--- src/rtl/fetch_pkg.sv ---
// Shared types and constants for the instruction-fetch stage.
package fetch_pkg;

  typedef enum logic [1:0] {
    IDLE  = 2'd0,
    ISSUE = 2'd1,
    WAIT  = 2'd2,
    HOLD  = 2'd3
  } fetch_state_t;

  localparam logic [31:0] NOP_INSTR        = 32'h0000_0013;
  localparam logic [31:0] DEFAULT_RESET_PC = 32'h0000_0000;

endpackage

--- src/rtl/fetch_perf_ctr.sv ---
// Fetch performance counters: delivered instructions and discarded responses.
// Both counters are free-running and wrap at 2^32.
module fetch_perf_ctr (
  input  logic        clk,
  input  logic        rst_n,
  input  logic        fetch_inc,
  input  logic        drop_inc,
  output logic [31:0] fetch_count,
  output logic [31:0] drop_count
);

  always_ff @(posedge clk or negedge rst_n) begin
    if (!rst_n) begin
      fetch_count <= '0;
      drop_count  <= '0;
    end else begin
      if (fetch_inc) fetch_count <= fetch_count + 32'd1;
      if (drop_inc)  drop_count  <= drop_count + 32'd1;
    end
  end

endmodule

--- src/rtl/fetch_unit.sv ---
// Instruction-fetch stage: PC register, single-outstanding imem requests, IF/ID register.
// Defining FETCH_PERF_EN adds the FetchCount/DropCount performance counter ports.
//
// state | meaning
// IDLE  | just out of reset, issue starts next cycle
// ISSUE | request for PCF presented to imem
// WAIT  | request accepted, waiting for the response
// HOLD  | response captured while IF/ID is stalled
module fetch_unit
  import fetch_pkg::*;
#(
  parameter int unsigned      WIDTH    = 32,
  parameter logic [WIDTH-1:0] RESET_PC = WIDTH'(DEFAULT_RESET_PC)
) (
  input  logic             clk,
  input  logic             rst_n,
  input  logic [WIDTH-1:0] PCNextF,
  input  logic             RedirectE,
  input  logic             StallD,
  output logic [WIDTH-1:0] PCF,
  output logic [WIDTH-1:0] PCPlus4F,
  output logic             imem_req_valid,
  output logic [WIDTH-1:0] imem_req_addr,
  input  logic             imem_req_ready,
  input  logic             imem_rsp_valid,
  input  logic [WIDTH-1:0] imem_rsp_data,
  output logic [WIDTH-1:0] InstrD,
  output logic [WIDTH-1:0] PCD,
  output logic [WIDTH-1:0] PCPlus4D,
  output logic             ValidD
`ifdef FETCH_PERF_EN
  ,
  output logic [31:0]      FetchCount,
  output logic [31:0]      DropCount
`endif
);

  localparam logic [WIDTH-1:0] NOP = WIDTH'(NOP_INSTR);

  fetch_state_t     state, state_n;
  logic [WIDTH-1:0] pc_n;
  logic             drop, drop_n;
  logic [WIDTH-1:0] hold_q, hold_n;
  logic             deliver;
  logic [WIDTH-1:0] deliver_instr;

  assign PCPlus4F       = PCF + WIDTH'(4);
  assign imem_req_valid = (state == ISSUE);
  assign imem_req_addr  = PCF;

  always_ff @(posedge clk or negedge rst_n) begin
    if (!rst_n) begin
      state  <= IDLE;
      PCF    <= RESET_PC;
      drop   <= 1'b0;
      hold_q <= '0;
    end else begin
      state  <= state_n;
      PCF    <= pc_n;
      drop   <= drop_n;
      hold_q <= hold_n;
    end
  end

  always_comb begin
    state_n       = state;
    pc_n          = PCF;
    drop_n        = drop;
    hold_n        = hold_q;
    deliver       = 1'b0;
    deliver_instr = hold_q;

    if (RedirectE) begin
      // A redirect wins over stalls; whatever is in flight becomes stale.
      pc_n = PCNextF;
      case (state)
        IDLE:  state_n = ISSUE;
        ISSUE: begin
          if (imem_req_ready) begin
            drop_n  = 1'b1;
            state_n = WAIT;
          end
        end
        WAIT: begin
          if (imem_rsp_valid) begin
            drop_n  = 1'b0;
            state_n = ISSUE;
          end else begin
            drop_n  = 1'b1;
          end
        end
        HOLD: begin
          hold_n  = '0;
          state_n = ISSUE;
        end
        default: state_n = IDLE;
      endcase
    end else begin
      case (state)
        IDLE:  state_n = ISSUE;
        ISSUE: begin
          if (imem_req_ready) state_n = WAIT;
        end
        WAIT: begin
          if (imem_rsp_valid) begin
            if (drop) begin
              drop_n  = 1'b0;
              state_n = ISSUE;
            end else if (!StallD) begin
              deliver       = 1'b1;
              deliver_instr = imem_rsp_data;
              pc_n          = PCNextF;
              state_n       = ISSUE;
            end else begin
              hold_n  = imem_rsp_data;
              state_n = HOLD;
            end
          end
        end
        HOLD: begin
          if (!StallD) begin
            deliver       = 1'b1;
            deliver_instr = hold_q;
            pc_n          = PCNextF;
            state_n       = ISSUE;
          end
        end
        default: state_n = IDLE;
      endcase
    end
  end

  // IF/ID: load on delivery, bubble on redirect or unstalled empty cycle, else hold.
  always_ff @(posedge clk or negedge rst_n) begin
    if (!rst_n) begin
      InstrD   <= NOP;
      PCD      <= '0;
      PCPlus4D <= '0;
      ValidD   <= 1'b0;
    end else if (deliver) begin
      InstrD   <= deliver_instr;
      PCD      <= PCF;
      PCPlus4D <= PCPlus4F;
      ValidD   <= 1'b1;
    end else if (RedirectE || !StallD) begin
      InstrD   <= NOP;
      PCD      <= '0;
      PCPlus4D <= '0;
      ValidD   <= 1'b0;
    end
  end

`ifdef FETCH_PERF_EN
  logic drop_inc;

  assign drop_inc = (state == HOLD && RedirectE) ||
                    (state == WAIT && imem_rsp_valid && (RedirectE || drop));

  fetch_perf_ctr u_perf (
    .clk         (clk),
    .rst_n       (rst_n),
    .fetch_inc   (deliver),
    .drop_inc    (drop_inc),
    .fetch_count (FetchCount),
    .drop_count  (DropCount)
  );
`endif

endmodule
--- config.mk ---
export PLATFORM = sky130hd
export DESIGN_NAME = fetch_unit
export DESIGN_NICKNAME = d
export VERILOG_FILES = /design/src/rtl/fetch_pkg.sv /design/src/rtl/fetch_perf_ctr.sv /design/src/rtl/fetch_unit.sv
export SDC_FILE = /design/constraint.sdc
export NUM_CORES = 1
export LEC_CHECK = 0
export CAP_MARGIN = 25
export CORE_ASPECT_RATIO = 0.5
export CORE_MARGIN = 2
export CORE_UTILIZATION = 35
export CTS_BUF_LIST = sky130_fd_sc_hd__clkbuf_2
export CTS_CLUSTER_DIAMETER = 40
export DETAILED_ROUTE_END_ITERATION = 10
export PLACE_DENSITY = 0.67
export SYNTH_ARGS = -nofsm -noshare
export SYNTH_HDL_FRONTEND = slang
export SYNTH_SLANG_ARGS = --single-unit
--- constraint.sdc ---
create_clock -name clk -period 2.2 [get_ports clk]
set_clock_uncertainty 0.1 [all_clocks]
set_input_delay 0.44 -clock clk [delete_from_list [all_inputs] [get_ports clk]]
set_output_delay 0.44 -clock clk [all_outputs]
set_load 0.1 [all_outputs]
Word-level counts from Yosys, hierarchy flattened
Index checks and enable logic that the tools add are counted.

operators by class
  add/subtract/negate cells = 1
  equal/unequal tests = 10
  mux-type cells = 43
  reduce and logical (&&, ||, !) cells = 14

operator list
  operator               number
  $mux 32                20
  $pmux 32 s2            1
  $add 32x3->32 const B  1
  $mux 2                 7
  $mux 1                 11
  $reduce_bool 2->1      5
  $ne 3x3->1 const B     3
  $pmux 2 s4             1
  $pmux 2 s3             1
  $reduce_and 5->1       1
  $eq 2x2->1 const B     2
  $ne 2x2->1 const B     2
  $pmux 1 s2             2
  $reduce_and 4->1       1
  $ne 3x2->1 const B     1
  $reduce_and 3->1       1
  $reduce_bool 3->1      1
  $eq 2x1->1 const B     1
  $logic_not 2->1        1
  $ne 2x1->1 const B     1
  $reduce_and 2->1       1
  $reduce_or 2->1        1
  $logic_not 1->1        1
  $logic_or 1x1->1       1

storage, ports and cells
  input port bits = 70
  bits in registers = 164
  word-level logic and storage cells = 76
  output and inout bits = 194

Logic depth before layout (Yosys ltp)
  depth after elaboration = 6
  depth in mapped cells = 8
  depth with buffers taken out = 6

Worst setup path after synthesis
No wires, ideal clock.

  path kind = flip-flop to output port
  start point = register PCF[4]
  end point = output PCPlus4F[25]
  data arrival time = 3.815 ns
  cell stages (with the launch flop) = 7
  slack = -2.155 ns
  data required time = 1.660 ns
  buffers on the path = 2
  path through = dfrtp_1 clkbuf_2 nand4_1 or4_4 buf_6 nor3_1 xor2_1

between the ends
  word-level cells in the longest chain between the ends = 1

ends and longest elaborated chain
  what                    RTL line          source
  from (decl)             fetch_unit.sv:20  output logic [WIDTH-1:0] PCF,
  from (signal assigned)  fetch_unit.sv:59  PCF <= pc_n;
  $add 32x3->32           fetch_unit.sv:47  assign PCPlus4F = PCF + WIDTH'(4);
  to (decl)               fetch_unit.sv:21  output logic [WIDTH-1:0] PCPlus4F,

No other way between the ends.

Worst setup path in the final report
  start point = register PCF[2]
  end point = output PCPlus4F[25]

The elaborated chain is that of the path after synthesis.

==> qor.txt <==
status = finished, violations left
failing checks = negative setup slack
Post-Syn Instances = 691
clk slew on worst S/H paths = 0.30 ns
crit path kind = register to output port
Crit. End Element = output port
post-synthesis instance area = 7410 sq um
Root Driver = clkbuf_2
Synth top area share = 53.7%
Final Hold Fails = 0
via count = 6755
Sequential Power Share = 28.8%
fin area = 13200 sq um
Ports = 264
Initial Utilization = 35.9%
full die area = 22400 sq um
Final nets = 1086
Comb power frac = 58.2%
final setup fails = 44
H-tree depth = 4
DR iter-0 viols = 701
area grow syn2layout = 78.7%
clock period minus worst slack = 3.23 ns
Worst slew margin = 67.3%
Final Max Slew Viols = 0
initial antenna violation count = 0
Site Rows = 37
global placement routability congestion = 0.783
first-pass GRT wire length = 38800 um
Slowest-stage cell, CP = or4_4
Worst VDD drop = 0.000668 V
CP cell instances = nand4_1 > or4_4 > nor3_4 > xor2_4 > buf_12
Die Span Y = 107 um
library cells used by synthesis = 50
Die W = 210 um
EDFF count, synth = 0
DRC violation count after routing = 0
# diodes = 0
sequential fraction of the synthesis area = 54.7%
Critical Path Max Stage Delay = 0.58 ns
Period Utilization, post-route = 147%
WL final = 25200 um
Yosys Warn Count = 0
TritonCTS buffer count = 17
global route overflow = 0
largest net degree at the start of global routing = 65
FMAX = 310 MHz
vias in the first global route = 6855
PwrDens = 1040 nW/um^2
Finished Layout Cells = 1298
WHS = 0.164 ns
DRT antenna net count = 0
sw power = 6.85 mW
largest cells by area after synthesis = dfrtp_1 (54%), mux2_2 (5.0%), a22o_1 (4.3%)
Yosys reg bits = 162
type of origin of the critical path = register
CTS tree = done
gr usage total = 22.3%
Clock power frac = 13.0%
clk buf depth = 2
CP arrival = 2.69 ns
RSZ-0062 raised after global routing = yes
Setup TNS = -25.16 ns
core area = 20600 sq um
ratio of cells with drive above 1 in the final layout = 48.1%
Detailed Place HPWL = 17300 um
area leader, netlist = dfrtp_1
Final Util = 64.2%
vias per cell = 5.20
Sw Share = 49.8%
max cap viols = 0
Synth async-reset ratio = 100%
port bufs = 263
Avg WL per Cell = 19.4 um
WP buf/inv = 1
PnR worst setup slack = -1.03 ns
synthesized area per cell = 10.7 sq um
Post-Syn Nets = 765
crit path max fanout = 5
placed insts = 1227
placed cell area = 11900 sq um
DRT Pass-1 Iters = 7
worst-margin pin slew = 0.487 ns
top_reg_cell synth = dfrtp_1
CP required = 1.66 ns
Pint = 6.91 mW
clk_lat worst skew = 0.76 ns
clk sinks = 162
CP delay by family, top = simple AND/OR/NAND/NOR gates
leakage = 6.19 nW
Worst Hold Class = primary input to register
==> synth_stat cells (5+ instances only) <==
cell and number:
a21oi_1 5, nand4_1 11, o211ai_1 8, mux2_2 33
nand2_1 49, o21ai_0 43, nor4_1 7, xor2_1 16
buf_4 36, nand3_1 45, a22o_1 36, dfrtp_1 159
inv_1 72, xnor2_1 12, nor3_1 5, clkbuf_1 41
a222oi_1 29, nor2_1 14
==> cell families after synthesis <==
| group | synth area share, % |
|---|---|
| AO/OA/AOI/OAI | 14.8 |
| XOR/XNOR | 3.31 |
| adder cells (fa/ha/maj) | 0.675 |
| buffers and inverters | 10.1 |
| flip-flops | 54.7 |
| multiplexers | 5.01 |
| AND/OR/NAND/NOR | 11.4 |
==> metal layers <==
layer | up-vias | share of wire (%) | global-route usage [%]
met1 | 3432 | 41 | 28.5
met2 | 239 | 52 | 38.5
li1 | 3057 | - | -
met3 | 27 | 5.8 | 5.24
met4 | 0 | 1.3 | 5.78
met5 | - | 0 | 0
==> sequential cells by signal, summed over array words and instances (netlist names) <==
signal,flops
ValidD,1
PCD,32
state,2
PCPlus4D,30
drop,1
hold_q,32
InstrD,32
PCF,32
==> cell usage in the layout, fill, tap and decap left out, drive strengths merged, types with 3 or more instances in the layout <==
cell and instances:
dfrtp 159, xnor2 12, a21o 3, a22o 36, nand4 11, ha 4, nand2 49, a222oi 29
o211ai 8, and2 4, clkbuf 17, mux2 33, nor2 14, nand3 46, or4 6, a21oi 5
o21ai 43, clkinv 5, a22oi 3, a221o 4, nand4b 4, nor4 9, buf 317, inv 79
clkdlybuf4s50 68, nor3 5, and3 3, dfstp 3, xor2 16, o22ai 4
==> power groups by stage <==
| stage | Sequential (mW) | Clock (mW) | Combinational, mW |
|---|---|---|---|
| 6_report | 3.97 | 1.78 | 8.01 |
| 5_1_grt | 4.03 | 1.98 | 8.27 |
| 4_1_cts | 3.94 | 1.82 | 7.76 |
| 3_5_place_dp | 3.98 | 0 | 7.35 |
| 3_3_place_gp | 3.95 | 0 | 7.28 |
| 2_1_floorplan | 5.68 | 0 | 3.24 |
==> what timing repair did <==
| action | in CTS | in global routing |
|---|---|---|
| setup endpoints to repair | 85 | 127 |
| gates cloned | 1 | 0 |
| gates resized for setup | 115 | 71 |
| pin swaps | 15 | 21 |
| setup buffers | 18 | 26 |
| hold endpoints to repair | 159 | 2 |
| hold buffers | 2 | 1 |
==> final timing paths <==
| kind | startpoint | depth (start not counted) | slack [ns] | end |
|---|---|---|---|---|
| min in group asynchronous | rst_n | 4 | 0.61 | PCF[14]$_DFFE_PN0P_ |
| min | PCNextF[0] | 2 | 0.16 | PCF[0]$_DFFE_PN0P_ |
| max reg2reg | PCF[2]$_DFFE_PN0P_ | 6 | -0.13 | PCPlus4D[25]$_DFFE_PN0P_ |
| min reg2reg | PCD[26]$_DFFE_PN0P_ | 1 | 0.42 | PCD[26]$_DFFE_PN0P_ |
| max in group asynchronous | rst_n | 4 | 1.02 | InstrD[6]$_DFFE_PN0P_ |
| max | PCF[2]$_DFFE_PN0P_ | 5 | -1.03 | PCPlus4F[25] |
==> through the flow <==
step	power [mW]	setup WS [ns]
3_3_place_gp	11.2	-0.139
2_1_floorplan	8.92	-0.844
3_5_place_dp	11.3	-0.164
5_1_grt	14.3	-1.24
6_report	13.8	-1.03
4_1_cts	13.5	-1.01
==> area by class of cell <==
type                            instances  area [sq um]
Inverter                               73           277
Multi-Input combinational cell        371          3480
Tap cell                              273           342
Fill cell                            1550          7400
Timing Repair Buffer                  387          4750
Clock inverter                         15           171
Sequential cell                       162          4140
Clock buffer                           17          85.1
No activity file was read; power rests on OpenSTA's default activity.
